--- config.mk ---
export PLATFORM = sky130hd
export DESIGN_NAME = spi_regif
export DESIGN_NICKNAME = d
export VERILOG_FILES = /design/src/rtl/spi_regif_pkg.sv /design/src/rtl/spi_regif_timeout.sv /design/src/rtl/spi_regif.sv
export SDC_FILE = /design/constraint.sdc
export NUM_CORES = 1
export LEC_CHECK = 0
export CAP_MARGIN = 20
export CORE_ASPECT_RATIO = 0.75
export CORE_MARGIN = 5
export CORE_UTILIZATION = 45
export CTS_BUF_LIST = sky130_fd_sc_hd__clkbuf_8 sky130_fd_sc_hd__clkbuf_16
export DETAILED_ROUTE_END_ITERATION = 10
export PLACE_DENSITY = 0.85
export SYNTH_ARGS = -nofsm -noshare
export SYNTH_HDL_FRONTEND = slang
export SYNTH_SLANG_ARGS = --single-unit
export TNS_END_PERCENT = 10
--- constraint.sdc ---
create_clock -name clk -period 3.1 [get_ports clk]
set_input_delay 0.62 -clock clk [delete_from_list [all_inputs] [get_ports clk]]
set_output_delay 0.62 -clock clk [all_outputs]
set_load 0.02 [all_outputs]
--- src/rtl/spi_regif_pkg.sv ---
// spi_regif_pkg: shared constants for the SPI register interface.
// Holds the FSM state encoding, the tx status flag positions (as offsets
// from the MSB of the frame) and the payload width derivation.
package spi_regif_pkg;

  typedef logic [1:0] state_t;

  localparam state_t ST_IDLE     = 2'd0;
  localparam state_t ST_REQ      = 2'd1;
  localparam state_t ST_WAIT_RSP = 2'd2;

  // Flag bit index = DATA_W - offset
  localparam int TX_RESP_VALID_OFS = 1;
  localparam int TX_OVERRUN_OFS    = 2;
  localparam int TX_ERROR_OFS      = 3;

  // Payload carries whatever is left after the write flag and the address
  function automatic int calc_pay_w(input int data_w, input int addr_w);
    return data_w - 1 - addr_w;
  endfunction

endpackage

--- src/rtl/spi_regif_timeout.sv ---
// spi_regif_timeout: read-response watchdog.
// load clears the count, en advances it once per cycle, and expire marks the
// waiting cycle in which the count reaches TIMEOUT (TIMEOUT must be >= 1).
module spi_regif_timeout #(
  parameter  int TIMEOUT = 255,
  localparam int CNT_W   = $clog2(TIMEOUT + 1)
) (
  input  logic clk,
  input  logic rst,
  input  logic load,
  input  logic en,
  output logic expire
);

  logic [CNT_W-1:0] cnt;

  // Count waiting cycles; hold at TIMEOUT so the counter never wraps
  always_ff @(posedge clk or negedge rst) begin
    if (!rst) begin
      cnt <= '0;
    end else if (load) begin
      cnt <= '0;
    end else if (en && (cnt != CNT_W'(TIMEOUT))) begin
      cnt <= cnt + CNT_W'(1);
    end
  end

  assign expire = en && (cnt == CNT_W'(TIMEOUT - 1));

endmodule

--- src/rtl/spi_regif.sv ---
// spi_regif: decodes completed SPI frames into register-bus commands and
// returns status plus read data through the tx word of the next frame.
// Optional feature macro: SPI_REGIF_PARITY_EN (even parity in rx_data[0],
// parity-corrected tx word). Default build has no parity logic.
module spi_regif
  import spi_regif_pkg::*;
#(
  parameter  int DATA_W  = 32,
  parameter  int ADDR_W  = 7,
  parameter  int TIMEOUT = 255,
  localparam int PAY_W   = calc_pay_w(DATA_W, ADDR_W)
) (
  input  logic              clk,
  input  logic              rst,
  input  logic              ss_pos_edge,
  input  logic              ss_neg_edge,
  input  logic [DATA_W-1:0] rx_data,
  output logic [DATA_W-1:0] tx_data,
  output logic              req_valid,
  input  logic              req_ready,
  output logic              req_write,
  output logic [ADDR_W-1:0] req_addr,
  output logic [PAY_W-1:0]  req_wdata,
  input  logic              rsp_valid,
  input  logic [PAY_W-1:0]  rsp_rdata,
  output logic              busy
);

  state_t            state;
  logic              resp_flag;
  logic              ovr_flag;
  logic              err_flag;
  logic [PAY_W-1:0]  rdata;

  logic              frm_write;
  logic [ADDR_W-1:0] frm_addr;
  logic [PAY_W-1:0]  frm_wdata;
  logic              frm_ok;
  logic              acc_read;
  logic              tmo_expire;
  logic [DATA_W-1:0] tx_word;

  // Frame fields
  assign frm_write = rx_data[DATA_W-1];
  assign frm_addr  = rx_data[DATA_W-2:PAY_W];

`ifdef SPI_REGIF_PARITY_EN
  function automatic logic xor_all(input logic [DATA_W-1:0] v);
    return ^v;
  endfunction

  // Bit 0 is the parity bit, so it never reaches the bus
  assign frm_wdata = {rx_data[PAY_W-1:1], 1'b0};
  assign frm_ok    = ~xor_all(rx_data);
`else
  assign frm_wdata = rx_data[PAY_W-1:0];
  assign frm_ok    = 1'b1;
`endif

  // A read accepted this cycle restarts the response watchdog
  assign acc_read = (state == ST_REQ) && req_ready && !req_write;

  spi_regif_timeout #(
    .TIMEOUT (TIMEOUT)
  ) u_timeout (
    .clk    (clk),
    .rst    (rst),
    .load   (acc_read),
    .en     (state == ST_WAIT_RSP),
    .expire (tmo_expire)
  );

  // Command FSM and sticky status; later assignments win, so flag sets and
  // response capture override the frame-start clear in the same cycle
  always_ff @(posedge clk or negedge rst) begin
    if (!rst) begin
      state     <= ST_IDLE;
      req_valid <= 1'b0;
      req_write <= 1'b0;
      req_addr  <= '0;
      req_wdata <= '0;
      resp_flag <= 1'b0;
      ovr_flag  <= 1'b0;
      err_flag  <= 1'b0;
      rdata     <= '0;
    end else begin
      // Frame start consumed the tx word; both strobes at once is treated
      // as a frame end only
      if (ss_neg_edge && !ss_pos_edge) begin
        resp_flag <= 1'b0;
        ovr_flag  <= 1'b0;
        err_flag  <= 1'b0;
      end

      case (state)
        ST_IDLE: begin
          if (ss_pos_edge) begin
            if (frm_ok) begin
              req_write <= frm_write;
              req_addr  <= frm_addr;
              req_wdata <= frm_wdata;
              req_valid <= 1'b1;
              state     <= ST_REQ;
            end else begin
              err_flag  <= 1'b1;
            end
          end
        end

        ST_REQ: begin
          if (ss_pos_edge) begin
            ovr_flag <= 1'b1;
          end
          if (req_ready) begin
            req_valid <= 1'b0;
            state     <= req_write ? ST_IDLE : ST_WAIT_RSP;
          end
        end

        ST_WAIT_RSP: begin
          if (ss_pos_edge) begin
            ovr_flag <= 1'b1;
          end
          if (rsp_valid) begin
            rdata     <= rsp_rdata;
            resp_flag <= 1'b1;
            state     <= ST_IDLE;
          end else if (tmo_expire) begin
            rdata     <= '0;
            err_flag  <= 1'b1;
            state     <= ST_IDLE;
          end
        end

        default: begin
          req_valid <= 1'b0;
          state     <= ST_IDLE;
        end
      endcase
    end
  end

  // Assemble the status/read-data word for the next frame
  always_comb begin
    tx_word                            = '0;
    tx_word[DATA_W-TX_RESP_VALID_OFS]  = resp_flag;
    tx_word[DATA_W-TX_OVERRUN_OFS]     = ovr_flag;
    tx_word[DATA_W-TX_ERROR_OFS]       = err_flag;
    tx_word[PAY_W-1:0]                 = rdata;
`ifdef SPI_REGIF_PARITY_EN
    tx_word[0]                         = ^tx_word[DATA_W-1:1];
`endif
  end

  assign tx_data = tx_word;
  assign busy    = (state != ST_IDLE);

endmodule

==> results of run 1 <==
-- routing by layer --
layer	vias to the layer above	routed length, µm
li1	998	-
met4	0	101
met3	9	956
met1	1057	2990
met2	102	3300
met5	-	0
-- flip-flops by register name (all words and copies together), names as in the netlist --
| register | flops |
|---|---|
| ovr_flag | 1 |
| req_write | 1 |
| rdata | 24 |
| req_wdata | 24 |
| u_timeout.cnt | 8 |
| resp_flag | 1 |
| err_flag | 1 |
| req_addr | 7 |
| req_valid | 1 |
| state | 2 |
-- final cells by class --
class	count	area share, %
clock buffers	11	3.46
flip-flops and latches	70	40.0
well taps	81	2.31
multi-input cells	121	23.4
clock inverters	5	1.86
repair buffers	126	28.4
inverters	6	0.514
-- worst max-delay path: cells and delay by family, from the launching register on --
kind	cells	cell delay [ps]
buffers and inverters	3	840
flip-flops	1	360
adder cells (fa/ha/maj)	1	240
-- stage by stage --
stage	util [%]	total power, mW	setup slack (ps)	hold slack, ps	area, µm²
2_1_floorplan	-	2.69	1480	324	2930
3_3_place_gp	66.0	3.66	910	470	4150
3_5_place_dp	66.0	3.73	828	474	4150
4_1_cts	69.7	4.59	676	285	4380
5_1_grt	69.7	4.79	606	335	4380
6_report	69.7	4.53	706	280	4380
-- final timing paths --
check                                           from                            to  slack, ps  cells past startpoint
worst max-delay path            state[0]$_DFFE_PN0P_                          busy        710                      4
worst min-delay path                             rst  u_timeout.cnt[7]$_DFFE_PN0P_        280                      1
worst max register to register  state[0]$_DFFE_PN0P_          rdata[5]$_DFFE_PN0P_       1070                      4
worst min register to register   resp_flag$_DFF_PN0_           resp_flag$_DFF_PN0_        500                      1
max in group asynchronous                        rst         req_write$_DFFE_PN0P_       2090                      2
min in group clk                 resp_flag$_DFF_PN0_           resp_flag$_DFF_PN0_        500                      1
-- cell families after synthesis --
kind of cell	share of synthesized area, %
simple gates	6.45
other cells	0.129
compound gates	11.7
xor+xnor	0.301
fa+ha+maj	2.15
buf+inv	5.07
flops	60.2
mux	14.0
-- power breakdown --
part           internal, mW  switching (mW)  total (mW)
logic                  1.13           0.992        2.12
clock network         0.497           0.342       0.838
registers              1.33           0.247        1.57
-- cells in the final DEF (no fill, tap or decap), drive strengths merged, types with 3 or more instances in the layout --
cell / instances
inv: 6
a31oi: 4
o21ai: 7
ha: 5
buf: 5
clkdlybuf4s50: 121
nand2: 5
nand3: 7
conb: 5
mux2: 34
nor2: 5
dfrtp: 70
clkbuf: 11
a22o: 24
and4: 3
==> summary.md, run 1 <==
| Metric | Value |
|---|---|
| Status | finished, final reports clean |
| Worst-case clock skew | 8.33 ps |
| Critical Path AT | 1770 ps |
| Post-synth top cells | dfrtp_1, mux2_2, a22o_1 |
| Syn_area_per_cell | 13.8 µm² |
| Synth top area share | 60.2% |
| Crit path max-delay cell type | clkdlybuf4s50_1 |
| CP Max Fanout | 3 |
| Fin. max-slew vios | 0 |
| DIE AREA | 8190 µm² |
| Initial core utilization | 46.3% |
| Ant diodes | 0 |
| Fmax | 0.418 GHz |
| Initial antenna violation count | 0 |
| Layout cells sized above 1 | 17.7% |
| Synthesized flop and latch total | 70 |
| Core Area | 6290 µm² |
| CTS H-tree depth | 3 |
| Setup repair bufs after CTS | 0 |
| Crit start category | flop |
| Post_cts resized | 0 |
| Post-synthesis sequential area ratio | 60.2% |
| Die Y | 79.6 µm |
| CTS Hold Bufs | 0 |
| Distinct cells, synth | 36 |
| Pwr Density | 1030 nW/µm² |
| Crit. End Element | output pin |
| Filler cells | around 440 |
| CTS max path bufs | 2 |
| Peak VDD IR | 620 µV |
| Total GRT Usage | 18.9% |
| GRT overflow | 0 |
| Vias/cell | 5.16 |
| Largest net degree at the start of global routing | 28 |
| GR Util met3 | 10.8% |
| Clk slew on worst S/H paths | 70 ps |
| Synthesis-to-layout area growth | 50.5% |
| Leak Pwr | 1.92 nW |
| Layout Cells excl Fill | 420 |
| Met2 Use GR | 28.1% |
| Final period util | 77.2% |
| Area leader, netlist | dfrtp_1 |
| Most crowded layer after global routing | met2 |
| Synth Warn # | 0 |
| Number of global-route vias before repair | roughly 2300 |
| Hold Fails Final Rpt | 0 |
| First-pass GRT wire length | around 12 mm |
| CP required | between 2000 and 2500 ps |
| Vias post-DR | between 2000 and 2500 |
| Dpl cells | slightly above 400 |
| TNS Setup | 0 ps |
| Storage element area | 1750 µm² |
| DRT Wirelength | approximately 7.4 mm |
| Most common cell type on the critical path | inv_1 |
| FP Rows | 25 |
| Synth Cell Area | around 2900 µm² |
| Die Wd | 103 µm |
| CTS sink count | 70 |
| Num CTS Buffers | 9 |
| Final HPWL DP | 5.51 mm |
| Drt drc | 0 |
| IO Pins | 128 |
| Layout net count | 401 |
| Total of max-cap violations | 0 |
| Later-pin clock latency in the skew report | 340 ps |
| HP Class | input pin to async pin |
| Clk root buf | clkbuf_8 |
| Routed len/inst | 17.5 µm |
| Number of synthesized flops with an enable pin | 0 |
| Cell with the most instances after synthesis | dfrtp_1 |
| DRT iter0 DRCs | 29 |
| Multi-input combinational cell area | 1030 µm² |
| Cells after synthesis | about 210 |
| Drt pass-1 iters | 4 |
| Fin crit period | between 2000 and 2500 ps |
| Number of routed nets with antenna violations | 0 |
| Async set-reset flop share out of synthesis | 100% |
| Placer congestion estimate | roughly 0.85 |
| RSZ-0062 raised after global routing | no |
| CP Class | flop to output pin |
| Worst slew margin | between 30 and 40% |
| CP max stage delay | between 600 and 700 ps |
| CTS tree | built |
| Final setup viols | 0 |
| Port Buf Inserts | 122 |
| Main area contributors after synthesis | dfrtp_1, mux2_2, a22o_1, buf_4, ha_1 |
| Worst path cell trace | inv_1 > ha_1 > inv_1 > clkdlybuf4s50_1 |
| Worst Tran Pin Value | 923 ps |
| GR Util met1 | between 20% and 30% |
| Most used DFF post-synth | dfrtp_1 |
No activity file was read; power rests on OpenSTA's default activity.
==> inputs of run 2 (changes only) <==
Settings changed: CORE_UTILIZATION 45 to 38, PLACE_DENSITY 0.85 to 0.77.
Clock period 3.1 ns to 2.05 ns, I/O delays scaled along.
==> summary.md, run 2 (same netlist as run 1, synthesis figures left out) <==
| Metric | Value |
|---|---|
| Status | finished, final reports clean (unchanged) |
| Port Buf Inserts | 122 (unchanged) |
| CTS sink count | 70 (unchanged) |
| Final setup viols | 0 (unchanged) |
| Storage element area | 1750 µm² (unchanged) |
| Placer congestion estimate | 0.705 (was 0.846) |
| Placed Area | 4190 µm² (was 4150 µm²) |
| Die Wd | 111 µm (was 103 µm) |
| DIE AREA | 9530 µm² (was 8190 µm²) |
| Total GRT Usage | 15.2% (was 18.9%) |
| RR Startpoint | state[0]$_DFFE_PN0P_ (unchanged) |
| Most frequent cells in the layout | clkdlybuf4s50_1, dfrtp_1, mux2_2 (unchanged) |
| Most crowded layer after global routing | met2 (unchanged) |
| Die Y | 85.8 µm (was 79.6 µm) |
| Total of max-cap violations | 0 (unchanged) |
| Worst-case clock skew | 11.3 ps (was 8.33 ps) |
| CP required | 1640 ps (was 2480 ps) |
| Leak Pwr | 1.93 nW (was 1.92 nW) |
| FP Rows | 27 (was 25) |
| Drt drc | 0 (unchanged) |
| HP Class | input pin to async pin (unchanged) |
| Core Area | 7400 µm² (was 6290 µm²) |
| Power, Total | 6.81 mW (was 4.53 mW) |
| Fin crit period | 1880 ps |
| Fmax | 0.531 GHz |
| Number of routed nets with antenna violations | 0 (unchanged) |
| Crit start category | flop (unchanged) |
| CP Class | flop to output pin (unchanged) |
| Layout cells sized above 1 | 17.2% (was 17.7%) |
| Later-pin clock latency in the skew report | 340 ps (about the same) |
| Worst slew margin | 40.2% (was 38.5%) |
| Synthesis-to-layout area growth | 51.6% (was 50.5%) |
| GR Util met3 | 8.60% (was 10.8%) |
| GRT overflow | 0 (unchanged) |
| Layout net count | 400 (was 401) |
| Number of global-route vias before repair | 2293 (was 2325) |
| Largest regs | rdata (24), req_wdata (24), u_timeout.cnt (8) (unchanged) |
| Pwr Density | 1540 nW/µm² (was 1030 nW/µm²) |
| Initial core utilization | 39.3% (was 46.3%) |
| CP Max Fanout | 3 (unchanged) |
| DRT iter0 DRCs | 102 (was 29) |
| Critical Path AT | 1470 ps (was 1770 ps) |
| CTS Hold Bufs | 0 (unchanged) |
| Peak VDD IR | 737 µV (was 620 µV) |
| DRT Wirelength | 6.94 mm (was 7.35 mm) |
| Final core occ | 59.6% (was 69.7%) |
| Worst Tran Pin Value | 897 ps (was 923 ps) |
| GR Util met1 | 19.3% (was 23.4%) |
| Commonest non-fill, non-tap cell in the layout | clkdlybuf4s50_1 (unchanged) |
| IO Pins | 128 (unchanged) |
| Pre-CTS WS | -8.63 ps (was 828 ps) |
| Filler cells | 582 (was 439) |
| Largest net degree at the start of global routing | 71 (was 28) |
| Crit. End Element | output pin (unchanged) |
| CTS tree | built (unchanged) |
| Vias post-DR | 2145 (was 2166) |
| Crit. Startpoint | state[1]$_DFFE_PN0P_ (was state[0]$_DFFE_PN0P_) |
| Multi-input combinational cell area | 1030 µm² (unchanged) |
| Finished Cell Area | 4410 µm² (was 4380 µm²) |
| First-pass GRT wire length | 11.5 mm (was 11.7 mm) |
| Num CTS Buffers | 9 (unchanged) |
| Fin. max-slew vios | 0 (unchanged) |
| Clk slew on worst S/H paths | 70 ps (about the same) |
| Final critical-path setup slack | 168 ps (was 706 ps) |
| Final HPWL DP | 5.03 mm (was 5.51 mm) |
| Hold Fails Final Rpt | 0 (unchanged) |
| Vias/cell | 4.89 (was 5.16) |
| Clk root buf | clkbuf_8 (unchanged) |
| CTS max path bufs | 2 (unchanged) |
| Worst hold margin | 85.4 ps (was 280 ps) |
| RSZ-0062 raised after global routing | no (unchanged) |
| Final period util | between 90% and 100% |
| Initial antenna violation count | 0 (unchanged) |
| Ant diodes | 0 (unchanged) |
| Routed len/inst | 15.8 µm (was 17.5 µm) |
| Met2 Use GR | 22.5% (was 28.1%) |
| CTS H-tree depth | 3 (unchanged) |
| Drt pass-1 iters | 5 (was 4) |
run 2: through the flow:
stage	TNS, ps	instances
after global routing	0	439
final	0	439
after detailed placement	-14.8	423
after CTS	0	439
after global placement	0	423
after floorplan	0	215
run 2: power by group:
part	switching (mW)	internal [mW]	total [mW]	leakage, nW
clock	0.525	0.716	1.24	0.118
combinational	1.48	1.72	3.20	0.953
sequential	0.372	2.00	2.38	0.859
total	2.38	4.44	6.81	1.93
run 2: final timing paths:
path / endpoint / slack, ps / depth (start not counted)
worst max-delay path: busy / 170 / 4
worst min-delay path: ovr_flag$_DFF_PN0_ / 90 / 2
worst min register to register: err_flag$_DFF_PN0_ / 480 / 2
min in group clk: err_flag$_DFF_PN0_ / 480 / 2
max in group asynchronous: u_timeout.cnt[2]$_DFFE_PN0P_ / 1680 / 2
worst max register to register: rdata[18]$_DFFE_PN0P_ / 250 / 4
run 2: metal layers:
layer	part of all wire, %	up-vias
li1	-	995
met4	0.86	0
met3	10	9
met1	45	1051
met5	0	-
met2	44	90
run 2: timing repair:
item                       CTS  global route
resized for setup            1             0
buffers inserted             0             0
setup endpoints to repair    1             0
run 2: critical path, stage by stage (launching register included):
cell,delay [ps]
dfrtp_1,390
inv_1,70
ha_1,220
inv_1,110
dlygate4sd2_1,350
run 2: cell type report:
cell class	count	area share, %
clock inverters	6	1.96
repair buffers	125	28.6
multi-input cells	121	23.2
well taps	101	2.86
flip-flops and latches	70	39.7
clock buffers	10	3.12
inverters	6	0.510
==> RTL edit (config.mk and constraints of run 1) <==
Add a define of `SPI_REGIF_PARITY_EN`.
--- a/src/rtl/spi_regif.sv
+++ b/src/rtl/spi_regif.sv
@@ -4,2 +4,4 @@
 // parity-corrected tx word). Default build has no parity logic.
+`define SPI_REGIF_PARITY_EN
+
 module spi_regif
Check against the original RTL: not equivalent (a bounded check fails within 4 cycles, from zero or initial values and one cycle with rst low).
==> RTL edit against run 1 <==
Wire length rose by 11%; clock skew fell by 2.2 ps; setup slack got worse by 470 ps; synthesized area rose by 17%; sequential cell count fell by 2; worst hold slack improved by 46 ps; via count rose by 13%; fmax fell by 16%; cell area rose by 11%; total power rose by 34%; clock power fell by 24%; largest cell class unchanged; highest routed layer unchanged.
==> RTL edit: results (changes against run 1) <==
| Metric | Value |
|---|---|
| Vias per cell | 4.93 (was 5.16) |
| Leakage power | 0.00210 uW (was 0.00192 uW) |
| Fraction of layout cells with a size suffix above 1 | 0.137 (was 0.177) |
| XOR/XNOR Fraction of Synth Area | 0.157 (was 0.00301) |
| Reg-to-reg slack, setup | 1040 ps (was 1070 ps) |
| Setup Slack @ Placement | 125 ps (was 828 ps) |
| Critical path's top delay family | XOR/XNOR gates (was buffers and inverters) |
| Worst Skew | 6.11 ps (was 8.33 ps) |
| Yosys cell types | 30 (was 36) |
| Non-Filler Instances | 495 (was 420) |
| Status | completed (unchanged) |
| Worst R2R Path Depth | 7 (was 4) |
| Worst path slowest cell | clkdlybuf4s50_1 (unchanged) |
| Leading cell types by count after synthesis | 68 x dfrtp_1, 51 x xnor2_1, 30 x mux2_4 (was 70 x dfrtp_1, 33 x mux2_2, 24 x a22o_1) |
| Placed Area | 4700 um2 (was 4150 um2) |
| VDD IR max | 1.51 mV (was 0.620 mV) |
| Final net count | 457 (was 401) |
| Placed cells | 480 (was 404) |
| Reg2reg end | state[1] (was rdata[5]) |
| Crit share post-route | 0.925 (was 0.772) |
| Post-synthesis compound-gate area fraction | 0.0880 (was 0.117) |
| First-pass GRT wire length | 13800 um (was 11700 um) |
| Antenna cell count | 0 (unchanged) |
| Top Registers | rdata (23), req_wdata (23), u_timeout.cnt (8) (was rdata (24), req_wdata (24), u_timeout.cnt (8)) |
| DR iter-0 viols | 97 (was 29) |
| Wire per inst | 16.5 um (was 17.5 um) |
| Gp weighted congestion | 0.835 (was 0.846) |
| Setup crit end kind | output pin (unchanged) |
| Dominant cells by area after synthesis | dfrtp_1 50%, mux2_4 13%, xnor2_1 13% (was dfrtp_1 60%, mux2_2 13%, a22o_1 7.2%) |
| Max_slew headroom | 0.529 (was 0.385) |
| Vias in the first global route | 2691 (was 2325) |
| Arrival time at the worst endpoint | 2250 ps (was 1770 ps) |
| Post-synthesis sequential area ratio | 0.499 (was 0.602) |
| Fill cells | 571 (was 439) |
[RTL edit: report_power, final]
part	leakage (uW)	switching, uW	internal [uW]
Combinational	0.00116	1690	2120
Clock	0.0000976	315	321
Sequential	0.000836	328	1310
[RTL edit: routing by layer]
metal,share of wire,vias up,GRT usage
li1,-,1141,-
met1,0.44,1201,0.221
met2,0.49,84,0.310
met3,0.057,12,0.0606
met4,0.015,0,0.0526
met5,0,-,0
[RTL edit: stage by stage]
step | hold slack (ps) | total power [uW]
2_1_floorplan | 324 | 4030
3_3_place_gp | 493 | 5380
3_5_place_dp | 491 | 5470
4_1_cts | 341 | 6150
5_1_grt | 378 | 6440
6_report | 326 | 6090
[RTL edit: cells by family after synthesis]
family,Yosys count
buf+inv,27
compound gates,39
fa+ha+maj,5
other cells,1
simple gates,32
flops,68
xor+xnor,61
mux,32
[RTL edit: worst max path at each step]
stage,start,to
after floorplan,rx_data[23],req_addr[0]
after global placement,rx_data[11],req_wdata[8]
after detailed placement,rx_data[22],req_wdata[19]
after CTS,rdata[9],tx_data[0]
after global routing,rdata[9],tx_data[0]
final,rdata[9],tx_data[0]
[RTL edit: final cells by class]
type | count | area [um2] | area share
well taps | 101 | 126 | 0.0260
multi-input cells | 175 | 1540 | 0.316
flip-flops and latches | 68 | 1700 | 0.350
repair buffers | 127 | 1300 | 0.267
clock buffers | 11 | 151 | 0.0311
inverters | 9 | 33.8 | 0.00694
clock inverters | 4 | 17.5 | 0.00360
[RTL edit: worst register-to-register path: cells and delay by family (launching register included)]
kind	cells	cell delay (ps)
simple gates	2	440
flops	1	410
compound gates	2	420
fa+ha+maj	1	290
mux	1	290
buf+inv	1	90
